`config.mk`:
```
export PLATFORM = sky130hd
export DESIGN_NAME = wb_tracker
export DESIGN_NICKNAME = d
export VERILOG_FILES = /design/src/rtl/ryuki_datatypes.sv /design/src/rtl/trace_fifo.sv /design/src/rtl/wb_tracker.sv
export SDC_FILE = /design/constraint.sdc
export NUM_CORES = 1
export LEC_CHECK = 0
export CAP_MARGIN = 40
export CORE_ASPECT_RATIO = 1.25
export CORE_MARGIN = 5
export CORE_UTILIZATION = 50
export CTS_CLUSTER_DIAMETER = 30
export CTS_CLUSTER_SIZE = 25
export DETAILED_ROUTE_END_ITERATION = 8
export GPL_TIMING_DRIVEN = 0
export HOLD_SLACK_MARGIN = 0.12
export PLACE_DENSITY = 0.75
export SYNTH_ARGS = -nofsm -noshare
export SYNTH_HDL_FRONTEND = slang
export SYNTH_SLANG_ARGS = --single-unit
```
`constraint.sdc`:
```
create_clock -name clk -period 5.94 [get_ports clk]
set_input_delay 1.188 -clock clk [delete_from_list [all_inputs] [get_ports clk]]
set_output_delay 1.188 -clock clk [all_outputs]
set_load 0.03 [all_outputs]
```
`src/rtl/ryuki_datatypes.sv`:
```
// Shared trace datatypes for the ryuki pipeline trace trackers.
package ryuki_datatypes;

   localparam int unsigned XLEN                = 32;
   localparam int unsigned DEFAULT_TRACE_DEPTH = 4;

   typedef struct packed {
      logic [31:0] time_start;
      logic [31:0] time_end;
   } mem_access_res_t;

   typedef struct packed {
      logic [31:0]     time_start;
      logic [31:0]     time_end;
      mem_access_res_t mem_access_res;
   } wb_data_t;

   typedef struct packed {
      logic [XLEN-1:0] pc;
      logic [XLEN-1:0] instruction;
      logic            pass_through;
      wb_data_t        wb_data;
   } trace_output;

   // Closes an outstanding memory access: stamps both end times and marks the element complete.
   function automatic trace_output close_mem_access(input trace_output e, input logic [31:0] ts);
      trace_output r;
      r = e;
      r.wb_data.time_end                = ts;
      r.wb_data.mem_access_res.time_end = ts;
      r.pass_through                    = 1'b1;
      return r;
   endfunction

endpackage

```
`src/rtl/trace_fifo.sv`:
```
// First-word fall-through FIFO of trace elements with sticky drop flag.
module trace_fifo
   import ryuki_datatypes::*;
#(
   parameter int unsigned DEPTH = DEFAULT_TRACE_DEPTH
) (
   input  logic        clk,
   input  logic        rst,
   input  logic        push_i,
   input  trace_output push_data_i,
   input  logic        pop_i,
   output trace_output data_o,
   output logic        valid_o,
   output logic        overflow_o
);

   localparam int unsigned AW         = $clog2(DEPTH);
   localparam logic [AW:0] FULL_COUNT = (AW+1)'(DEPTH);

   trace_output   mem_q [DEPTH];
   logic [AW-1:0] wr_ptr_q;
   logic [AW-1:0] rd_ptr_q;
   logic [AW:0]   count_q;
   logic          overflow_q;
   logic          full;
   logic          do_pop;
   logic          do_push;
   logic          drop;

   assign valid_o    = (count_q != '0);
   assign full       = (count_q == FULL_COUNT);
   assign do_pop     = pop_i && valid_o;
   // A pop in the same cycle frees the slot, so a full buffer still accepts.
   assign do_push    = push_i && (!full || do_pop);
   assign drop       = push_i && full && !do_pop;
   assign data_o     = valid_o ? mem_q[rd_ptr_q] : '0;
   assign overflow_o = overflow_q;

   // Storage write port.
   // NOTE: the storage array has no reset; stale entries are never visible because data_o is gated by valid_o.
   always_ff @(posedge clk) begin
      if (do_push) begin
         mem_q[wr_ptr_q] <= push_data_i;
      end
   end

   // Pointers, occupancy and sticky overflow; pointers wrap naturally at the power-of-two depth.
   // NOTE: state registers use non-blocking assignments so every flop samples pre-edge values.
   always_ff @(posedge clk or negedge rst) begin
      if (!rst) begin
         wr_ptr_q   <= '0;
         rd_ptr_q   <= '0;
         count_q    <= '0;
         overflow_q <= 1'b0;
      end else begin
         if (do_push) begin
            wr_ptr_q <= wr_ptr_q + 1'b1;
         end
         if (do_pop) begin
            rd_ptr_q <= rd_ptr_q + 1'b1;
         end
         if (do_push && !do_pop) begin
            count_q <= count_q + 1'b1;
         end else if (do_pop && !do_push) begin
            count_q <= count_q - 1'b1;
         end
         if (drop) begin
            overflow_q <= 1'b1;
         end
      end
   end

endmodule

```
`src/rtl/wb_tracker.sv`:
```
// Writeback-stage trace tracker: timestamps EX elements, waits for memory responses, buffers results.
module wb_tracker
   import ryuki_datatypes::*;
#(
   parameter int unsigned ADDR_WIDTH  = 32,
   parameter int unsigned DATA_WIDTH  = 32,
   parameter int unsigned TRACE_DEPTH = DEFAULT_TRACE_DEPTH
) (
   input  logic        clk,
   input  logic        rst,
   input  logic [31:0] counter,
   input  logic        ex_data_ready,
   input  trace_output ex_data_i,
   input  logic        data_rvalid_i,
   output trace_output wb_data_o,
   output logic        wb_data_valid_o,
   input  logic        wb_data_ready_i,
   output logic        overflow_o
);

   // Trace fields are XLEN wide and the buffer needs a power-of-two depth of at least two.
   if (ADDR_WIDTH > XLEN || DATA_WIDTH > XLEN || TRACE_DEPTH < 2 ||
       (TRACE_DEPTH & (TRACE_DEPTH - 1)) != 0) begin : g_bad_cfg
      $error("wb_tracker: unsupported ADDR_WIDTH/DATA_WIDTH/TRACE_DEPTH");
   end

   typedef enum logic {IDLE, WAIT_RVALID} state_e;

   state_e          state_q;
   state_e          state_d;
   logic [XLEN-1:0] last_instr_q;
   logic [XLEN-1:0] last_instr_d;
   trace_output     capt_q;
   trace_output     capt_d;
   trace_output     elem;
   trace_output     push_data;
   logic            push;
   logic            accept;

   // A held EX output repeats its instruction, so only a changed instruction counts as new.
   assign accept = ex_data_ready && (ex_data_i.instruction != last_instr_q);

   // Next state, capture and same-cycle push decision.
   always_comb begin
      // NOTE: every variable gets a default first so no branch can leave one unassigned and infer a latch.
      state_d                 = state_q;
      last_instr_d            = last_instr_q;
      capt_d                  = capt_q;
      push                    = 1'b0;
      elem                    = ex_data_i;
      elem.wb_data.time_start = counter;
      push_data               = elem;
      case (state_q)
         IDLE: begin
            if (accept) begin
               last_instr_d = ex_data_i.instruction;
               if (ex_data_i.pass_through) begin
                  push                        = 1'b1;
                  push_data.wb_data.time_end = counter;
               end else begin
                  elem.wb_data.mem_access_res.time_start = counter;
                  if (data_rvalid_i) begin
                     push      = 1'b1;
                     push_data = close_mem_access(elem, counter);
                  end else begin
                     capt_d  = elem;
                     state_d = WAIT_RVALID;
                  end
               end
            end
         end
         WAIT_RVALID: begin
            if (data_rvalid_i) begin
               push      = 1'b1;
               push_data = close_mem_access(capt_q, counter);
               capt_d    = '0;
               state_d   = IDLE;
            end
         end
         default: state_d = IDLE;
      endcase
   end

   // FSM state, last-accepted instruction and captured element.
   always_ff @(posedge clk or negedge rst) begin
      if (!rst) begin
         state_q      <= IDLE;
         last_instr_q <= '0;
         capt_q       <= '0;
      end else begin
         state_q      <= state_d;
         last_instr_q <= last_instr_d;
         capt_q       <= capt_d;
      end
   end

   trace_fifo #(
      .DEPTH (TRACE_DEPTH)
   ) u_fifo (
      .clk         (clk),
      .rst         (rst),
      .push_i      (push),
      .push_data_i (push_data),
      .pop_i       (wb_data_ready_i),
      .data_o      (wb_data_o),
      .valid_o     (wb_data_valid_o),
      .overflow_o  (overflow_o)
   );

endmodule

```
=== Word level (Yosys, flattened, before mapping) ===
Memory sizes are Yosys's and may differ from the RTL's.
Index checks and enable logic that the tools add are counted.

* Memory bits (writable): 772
* Memories: 1
* Input port bits: 230
* Latch bits: 0
* Word-level logic and storage cells: 62
* Output and inout port bits: 195
* Bits in registers: 169
* Bits in read-only memories: 0

{| class="wikitable"
|+ Memory list
! memory !! words !! width !! read ports !! clocked after Yosys merged registers in !! wr ports !! line !! RTL
|-
| u_fifo.mem_q || 4 || 193 || 1 || 0 || 1 || trace_fifo.sv:20 || <nowiki>trace_output mem_q [DEPTH];</nowiki>
|}

* Order comparisons: 0
* Bitwise gates (word level): 1
* $mul: 0
* Shift-type cells: 0
* Reductions and logical operators: 15
* Divide/modulo/power cells: 0
* Multiplexer cells: 25
* Equal/unequal tests: 6
* $add $sub $neg: 4

{| class="wikitable"
|+ Operator list
! kind !! count
|-
| $mux W193 || 6
|-
| $pmux W193 S2 || 2
|-
| $mux W129 || 2
|-
| $mux W64 || 1
|-
| $mux W33 || 1
|-
| $mux W32 || 1
|-
| $ne A32 B32 Y1 || 1
|-
| $mux W1 || 8
|-
| $ne A2 B2 Y1 const B || 4
|-
| $logic_and A1 B1 Y1 || 7
|-
| $mux W3 || 2
|-
| $add A2 B1 Y2 const B || 2
|-
| $pmux W1 S2 || 2
|-
| $reduce_and A4 Y1 || 1
|-
| $add A3 B1 Y3 const B || 1
|-
| $eq A3 B3 Y1 const B || 1
|-
| $logic_not A1 Y1 || 3
|-
| $reduce_bool A3 Y1 || 1
|-
| $sub A3 B1 Y3 const B || 1
|-
| $reduce_and A2 Y1 || 1
|-
| $reduce_bool A2 Y1 || 1
|-
| $logic_or A1 B1 Y1 || 1
|-
| $not A1 Y1 || 1
|}

=== Logic depth before layout (Yosys ltp) ===
Gate-level depths: netlist of run 1.

* Depth after elaboration: 9
* Depth in mapped cells: 11
* Mapped depth without buffers: 11

=== Modules after synthesis ===
From an unflattened synthesis of run 1, not the netlist that was laid out.

* Cells, all modules: 2373
* Area, all modules: 38864.8 um^2

{| class="wikitable"
|+ Modules (own cells, without submodules)
! module !! area each (um^2) !! seq. area each (um^2) !! cells an instance !! times used
|-
| trace_fifo || 29598.4 || 23382.4 || 1261 || 1
|-
| wb_tracker || 9266.4 || 3228.1 || 1112 || 1
|}

=== Least setup slack after synthesis of run 1 ===
Ideal clock, no wire load.

* Kind: input to register
* Start point: input ex_data_i[145] (netlist name)
* End point: memory u_fifo.mem_q[0][0] (netlist name), enable pin
* Data required time: 5.363 ns
* Arrival time: 6.494 ns
* Path buffers: 0
* Setup time: 0.577 ns
* Slack: -1.132 ns
* Stages on the path: 6
* Cells stage by stage: xnor2_1 -> nand4_1 -> nor4_4 -> a21oi_2 -> o21a_1 -> and2_1

* Word-level cells in the longest chain between the ends: 7

{| class="wikitable"
|+ RTL lines
! element !! line !! RTL
|-
| from (decl) || wb_tracker.sv:13 || <nowiki>input trace_output ex_data_i,</nowiki>
|-
| $ne A32 B32 Y1 || wb_tracker.sv:41 || <nowiki>assign accept = ex_data_ready && (ex_data_i.instruction != last_instr_q);</nowiki>
|-
| $logic_and A1 B1 Y1 || wb_tracker.sv:41 ||
|-
| $mux W1 || wb_tracker.sv:55 || <nowiki>if (accept) begin</nowiki>
|-
| $pmux W1 S2 || wb_tracker.sv:53 || <nowiki>case (state_q)</nowiki>
|-
| $logic_and A1 B1 Y1 || trace_fifo.sv:34 || <nowiki>assign do_push = push_i && (!full || do_pop);</nowiki>
|-
| named net u_fifo.do_push || trace_fifo.sv:27 || <nowiki>logic do_push;</nowiki>
|-
| $mux W1 || trace_fifo.sv:42 || <nowiki>if (do_push) begin</nowiki>
|-
| $mux W1 (not written as such) || trace_fifo.sv:43 || <nowiki>mem_q[wr_ptr_q] <= push_data_i;</nowiki>
|-
| to (decl) || trace_fifo.sv:20 ||
|}

The timed path passes the listed nets, and every way through them passes these cells.

==> flow_summary.toml, run 1 <==
[floorplanning]
dieArea_um2 = 82800
core_area_um2 = 76200
initial_utilization_pct = 50.6
dieWidth_um = 258
ioPinCount = 425
die_y_um = 320
placementRows = 113

[sta]
clock.fmax_mhz = 196
slew_headroom_pct = 37.6
fin_crit_sh_pct = 85.8
worst_pin_slew_ns = 0.936
finalHoldViolations = 0
finalSetupTns_ns = 0
finalWorstSetupSlack_ns = 0.846
rsz0062_at_grt = "no"
fin_skew_ns = 0.0357
period_needed_ns = 5.09
setup_viol = 0
drv_slew = 0

[setup_path]
setup.worst_path.end_class = "output pin"
critPathSlowestCell = "clkdlybuf4s50_1"
reg2reg_from = "state_q"
reg2reg_to = "u_fifo.mem_q[3][48]"
r2r_slack_ns = 2.40
arrival_ns = 3.91
critical_path_class = "register to output pin"
start_kind = "register"
r2r_cells = 6
crit_chain = "clkbuf_1, clkbuf_1, buf_8, clkbuf_1, mux4_2, and2_1, clkdlybuf4s50_1"
max_stage_delay_ns = 0.61
cp_common_cell = "clkbuf_1"
cp.required_ns = 4.75
critPathMaxFanout = 10

[route]
drc = 0
routed_wl_um = 112000
avgRoutedWirePerCell_um = 27.1
vias_per_cell = 5.92
vias = 24600
first_pass_iters = 6
postRouteAntennaNets = 0
drt-initial-drc-count = 2695

[synth]
syn_inst = 2478
synth_seq_area_share_pct = 69.0
ys.flop_type = "edfxtp_1"
syn_nets = 2714
synth_seq_cells = 909
syn-cell-area_um2 = 38600
yosysWarnings = 0
synth_async_sr_flop_share_pct = 15.1
synth_edf_count = 772
synth_cell_types = 42
postSynthAreaPerCell_um2 = 15.6

[place]
place_hpwl_um = 79400
io_buffers = 392
dpl_worst_slack_ns = 1.08
routabilityCongestion = 0.883

[power]
power_density_nw_per_um2 = 543
finalPower_mw = 26.7
total_leakage_power_nw = 17.3
vdd_ir_drop_max_mv = 0.376

[grt]
grt_use_total_pct = 26.9
grt_pass1_vias = 25400
grt_overflow = 0
grt_antenna_before_repair = 28
grt_pass1_wl_um = 165000
grt_max_degree = 91

[clocking]
hold_buffers = 0
clk_pin_slew_worst_paths_ns = 0.05
htreeDepth = 4
cts_tree = "yes"
post-cts-setup-buffers = 0
numCtsBuffers = 139
clockBufferDepth = 3
cts_resized = 0
clk_latency_ns = 0.73
clockRootBuffer = "clkbuf_16"
clock-sinks = 909

[layout]
final_util_pct = 64.6
seq_area_um2 = 26600
nFillCells = 5250
layout-drive-gt1-share_pct = 17.3
multi_input_area_um2 = 11200
area_delta_synth_final_pct = 27.6
nNetsFinal = 3272

[outcome]
outcome = "complete, no violations"

[flow_run]
max_cap_viol_count = 0

[hold_path]
hold_path_class = "input pin to async pin"
[synth_stat cells, drive strengths merged (2+ instances only)]
cell type | count | share of area (%)
mux2i | 32 | 0.83
o22a | 32 | 0.73
mux2 | 66 | 1.9
a21oi | 65 | 0.85
or2 | 2 | 0.032
nor2 | 35 | 0.34
a21o | 2 | 0.039
inv | 5 | 0.049
edfxtp | 772 | 60
ha | 5 | 0.16
o21ai | 129 | 1.7
and2 | 198 | 3.2
o22ai | 32 | 0.52
buf | 59 | 0.72
xnor2 | 36 | 0.82
nand2 | 484 | 4.7
nand2b | 32 | 0.52
clkbuf | 107 | 1.0
mux4 | 193 | 11
o221a | 32 | 0.93
xor2 | 2 | 0.045
nor4 | 2 | 0.11
nand4 | 8 | 0.13
dfrtp | 137 | 8.9
[per-layer routing]
| metal | GRT usage [%] | wire length (µm) |
|---|---|---|
| met2 | 44.4 | 55600 |
| met3 | 9.03 | 11500 |
| met5 | 0 | 163 |
| met4 | 11.1 | 4900 |
| met1 | 32.9 | 40200 |
[cells in the final DEF, fill, tap and decap left out, types with 29 or more instances in the layout]
cell             instances
edfxtp_1               772
nand2_1                484
clkdlybuf4s50_1        391
and2_1                 194
mux4_2                 193
clkbuf_16              143
dfrtp_1                137
clkbuf_1               121
o21ai_0                121
a21oi_1                 64
buf_2                   37
xnor2_1                 36
nor2_1                  35
mux2_2                  35
o22a_1                  32
nand2b_1                32
mux2i_1                 32
o22ai_1                 32
mux2_1                  31
o221a_1                 29
[report_power, final]
group          total (mW)  internal [mW]  switching, mW
clock network        8.45           5.43           3.02
registers            8.51           8.20          0.309
logic                9.76           4.14           5.62
[sequential cells by signal, indices dropped and copies added, names as in the netlist]
signal	count
last_instr_q	32
u_fifo.count_q	3
state_q	1
u_fifo.mem_q	772
u_fifo.wr_ptr_q	2
capt_q	96
u_fifo.overflow_o	1
u_fifo.rd_ptr_q	2
[worst max-delay path by stage]
stage                       startpoint                    to  slack, ns  depth (start not counted)
floorplan               ex_data_i[145]    u_fifo.mem_q[0][0]       1.04                          6
global placement                   rst           capt_q[105]      -2.41                          1
detailed placement      ex_data_i[158]  u_fifo.mem_q[3][171]       1.08                          9
CTS                 u_fifo.rd_ptr_q[1]         wb_data_o[59]       0.80                          7
global route        u_fifo.rd_ptr_q[0]         wb_data_o[32]       0.65                          6
finish              u_fifo.rd_ptr_q[1]         wb_data_o[81]       0.85                          7
[through the flow]
step	cell area, µm²	hold WS [ns]	cells
after floorplan	38600	0.449	2478
after global placement	43700	0.458	3847
after detailed placement	44300	0.467	3872
after CTS	49200	0.431	4126
after global routing	49200	0.464	4126
final	49200	0.452	4146
[layout make-up]
cell class	instances	share of cell area [%]
well taps	977	2.48
repair buffers	417	9.08
diodes	20	0.102
plain buffers	166	1.39
flip-flops and latches	909	54.1
multi-input cells	1397	22.9
inverters	6	0.0458
clock buffers	165	7.58
clock inverters	89	2.38
[worst max-delay path, delay by kind of cell, from the launching register on]
| family | cells | cell delay (ns) |
|---|---|---|
| buffers and inverters | 5 | 2.20 |
| and+or+nand+nor | 1 | 0.22 |
| DFF | 1 | 0.31 |
| muxes | 1 | 0.44 |
[cell families after synthesis]
family                   after synthesis  share of synthesized area [%]
XOR/XNOR                              38                          0.863
AND/OR/NAND/NOR                      765                           9.13
flip-flops                           909                           69.0
adder cells (fa/ha/maj)                6                          0.214
buffers and inverters                172                           1.82
multiplexers                         291                           14.0
AO/OA/AOI/OAI                        297                           4.91
(Power assumes the default switching activity.)
==> run 2, diff against run 1 <==
--- a/config.mk
+++ b/config.mk
@@ -8,13 +8,13 @@
 export CAP_MARGIN = 40
 export CORE_ASPECT_RATIO = 1.25
 export CORE_MARGIN = 5
-export CORE_UTILIZATION = 50
+export CORE_UTILIZATION = 51
 export CTS_CLUSTER_DIAMETER = 30
 export CTS_CLUSTER_SIZE = 25
 export DETAILED_ROUTE_END_ITERATION = 8
 export GPL_TIMING_DRIVEN = 0
 export HOLD_SLACK_MARGIN = 0.12
-export PLACE_DENSITY = 0.75
+export PLACE_DENSITY = 0.76
 export SYNTH_ARGS = -nofsm -noshare
 export SYNTH_HDL_FRONTEND = slang
 export SYNTH_SLANG_ARGS = --single-unit
==> run 2 against run 1 <==
Wire length shrank 1.0%; sequential power is essentially flat; largest cell class unchanged; non-clock buffer count shrank 1.
==> flow_summary.toml, run 2 (synthesis gave the netlist of run 1 again) <==
[floorplanning]
dieArea_um2 = 81200
placementRows = 112
initial_utilization_pct = 51.5
die_y_um = 317
ioPinCount = 425
core_area_um2 = 74800
dieWidth_um = 256

[sta]
clock.fmax_mhz = 190
fin_crit_sh_pct = 88.5
finalHoldViolations = 0
drv_slew = 0
worst_pin_slew_ns = 0.970
slew_headroom_pct = 35.4
setup_viol = 0
rsz0062_at_grt = "no"
period_needed_ns = 5.26
fin_skew_ns = 0.0323

[layout]
seq_area_um2 = 26600
final_area_um2 = 49300
final_common_cell = "edfxtp_1"
largest_register_ffs = 772
nNetsFinal = 3273
area_delta_synth_final_pct = 27.8
layout-drive-gt1-share_pct = 17.3
layout.cells.non_filler = 4136
regMostFlops = "u_fifo.mem_q"
final_util_pct = 65.8
top_regs = "u_fifo.mem_q x772, capt_q x96, last_instr_q x32"
nFillCells = 5126
final_cell_mix = "772 x edfxtp_1, 484 x nand2_1, 391 x clkdlybuf4s50_1"
multi_input_area_um2 = 11200

[route]
drt-initial-drc-count = 2471
vias = 24600
first_pass_iters = 6
routed_wl_um = 111000
drc = 0
vias_per_cell = 5.96
avgRoutedWirePerCell_um = 26.9
postRouteAntennaNets = 0

[setup_path]
path_depth = 8
critPathMaxFanout = 10
critical_path_class = "register to output pin"
cp.required_ns = 4.75
r2r_cells = 9
crit_chain = "or3_1, clkbuf_1, buf_6, clkbuf_1, buf_8, clkbuf_1, and2_1, clkdlybuf4s50_1"
arrival_ns = 4.07
cp_num_buf_inv = 6
reg2reg_from = "last_instr_q[26]"
cp_top_family = "buffers and inverters"
r2r_slack_ns = 2.40
cp_common_cell = "clkbuf_1"
critPathSlowestCell = "clkdlybuf4s50_1"
reg2reg_to = "u_fifo.mem_q[0][178]"
start_kind = "register"
max_stage_delay_ns = 0.70
setup.worst_path.end_class = "output pin"

[grt]
grt_antenna_before_repair = 23
grt_overflow = 0
grt_pass1_wl_um = 164000
grt_max_degree = 63
grt_pass1_vias = 25500
grt_use_total_pct = 27.2

[power]
power_density_nw_per_um2 = 544
finalPower_mw = 26.8
total_leakage_power_nw = 17.3
vdd_ir_drop_max_mv = 0.463

[clocking]
numCtsBuffers = 141
clk_latency_ns = 0.73
clockBufferDepth = 3
cts_tree = "yes"
post-cts-setup-buffers = 0
htreeDepth = 4
clockRootBuffer = "clkbuf_16"
hold_buffers = 0
cts_resized = 0
clk_pin_slew_worst_paths_ns = 0.05
clock-sinks = 909

[place]
routabilityCongestion = 0.895
dpl_cell_area_um2 = 44200
numPlacedInstances = 3863
io_buffers = 392
place_hpwl_um = 77700

[outcome]
outcome = "complete, no violations"

[hold_path]
hold_path_class = "input pin to async pin"

[flow_run]
max_cap_viol_count = 0
## run 2: changes by cell type in the layout (fill, tap and decap cells not counted), sizes merged
cell      change
clkinvlp      +1
diode         -8
buf           -1
clkbuf        -2
inv           -5
clkinv       +13
## run 2: worst max-delay path by stage
stage / start / to
3_5_place_dp: ex_data_i[158] / u_fifo.mem_q[0][176]
3_3_place_gp: rst / capt_q[103]
6_report: u_fifo.count_q[0] / wb_data_o[92]
2_1_floorplan: ex_data_i[145] / u_fifo.mem_q[0][0]
4_1_cts: u_fifo.count_q[0] / wb_data_o[92]
5_1_grt: u_fifo.rd_ptr_q[0] / wb_data_o[2]
## run 2: worst reg2reg max path, cell delays in order, from the launching register on
cell	delay, ns
dfrtp_1	0.39
xnor2_1	0.19
nand4_1	0.17
nor4_4	0.65
a21oi_2	0.31
o21a_1	0.38
and2_4	0.39
buf_16	0.30
buf_16	0.24
buf_12	0.23
## run 2: metrics by stage
step / hold slack (ns) / worst slack, ns / setup TNS (ns)
global placement: 0.454 / -2.22 / -1623.34
finish: 0.352 / 0.681 / 0
global route: 0.336 / 0.466 / 0
CTS: 0.322 / 0.534 / 0
floorplan: 0.449 / 1.04 / 0
detailed placement: 0.488 / 1.04 / 0
## run 2: final cells by class
type | count | area share, %
antenna | 12 | 0.0609
buffer | 166 | 1.38
clock buffer | 163 | 7.62
clock inverter | 98 | 2.57
inverter | 6 | 0.0457
multi-input combinational | 1397 | 22.8
sequential | 909 | 54.0
tap | 969 | 2.46
timing repair buffer | 416 | 9.02
## run 2: layer usage
metal  share of wire (%)  routed length [µm]  vias up  track usage, %
li1                    -                   -    10500               -
met1                  36               40500    12600            33.4
met2                  50               55600     1275            45.6
met3                 9.5               10500      263            8.60
met4                 4.0                4440       24            10.6
met5                0.14                 160        -               0
## run 2: power breakdown
| part | internal [mW] | switching (mW) |
|---|---|---|
| Sequential | 8.21 | 0.311 |
| Clock | 5.50 | 3.10 |
| Combinational | 4.12 | 5.56 |
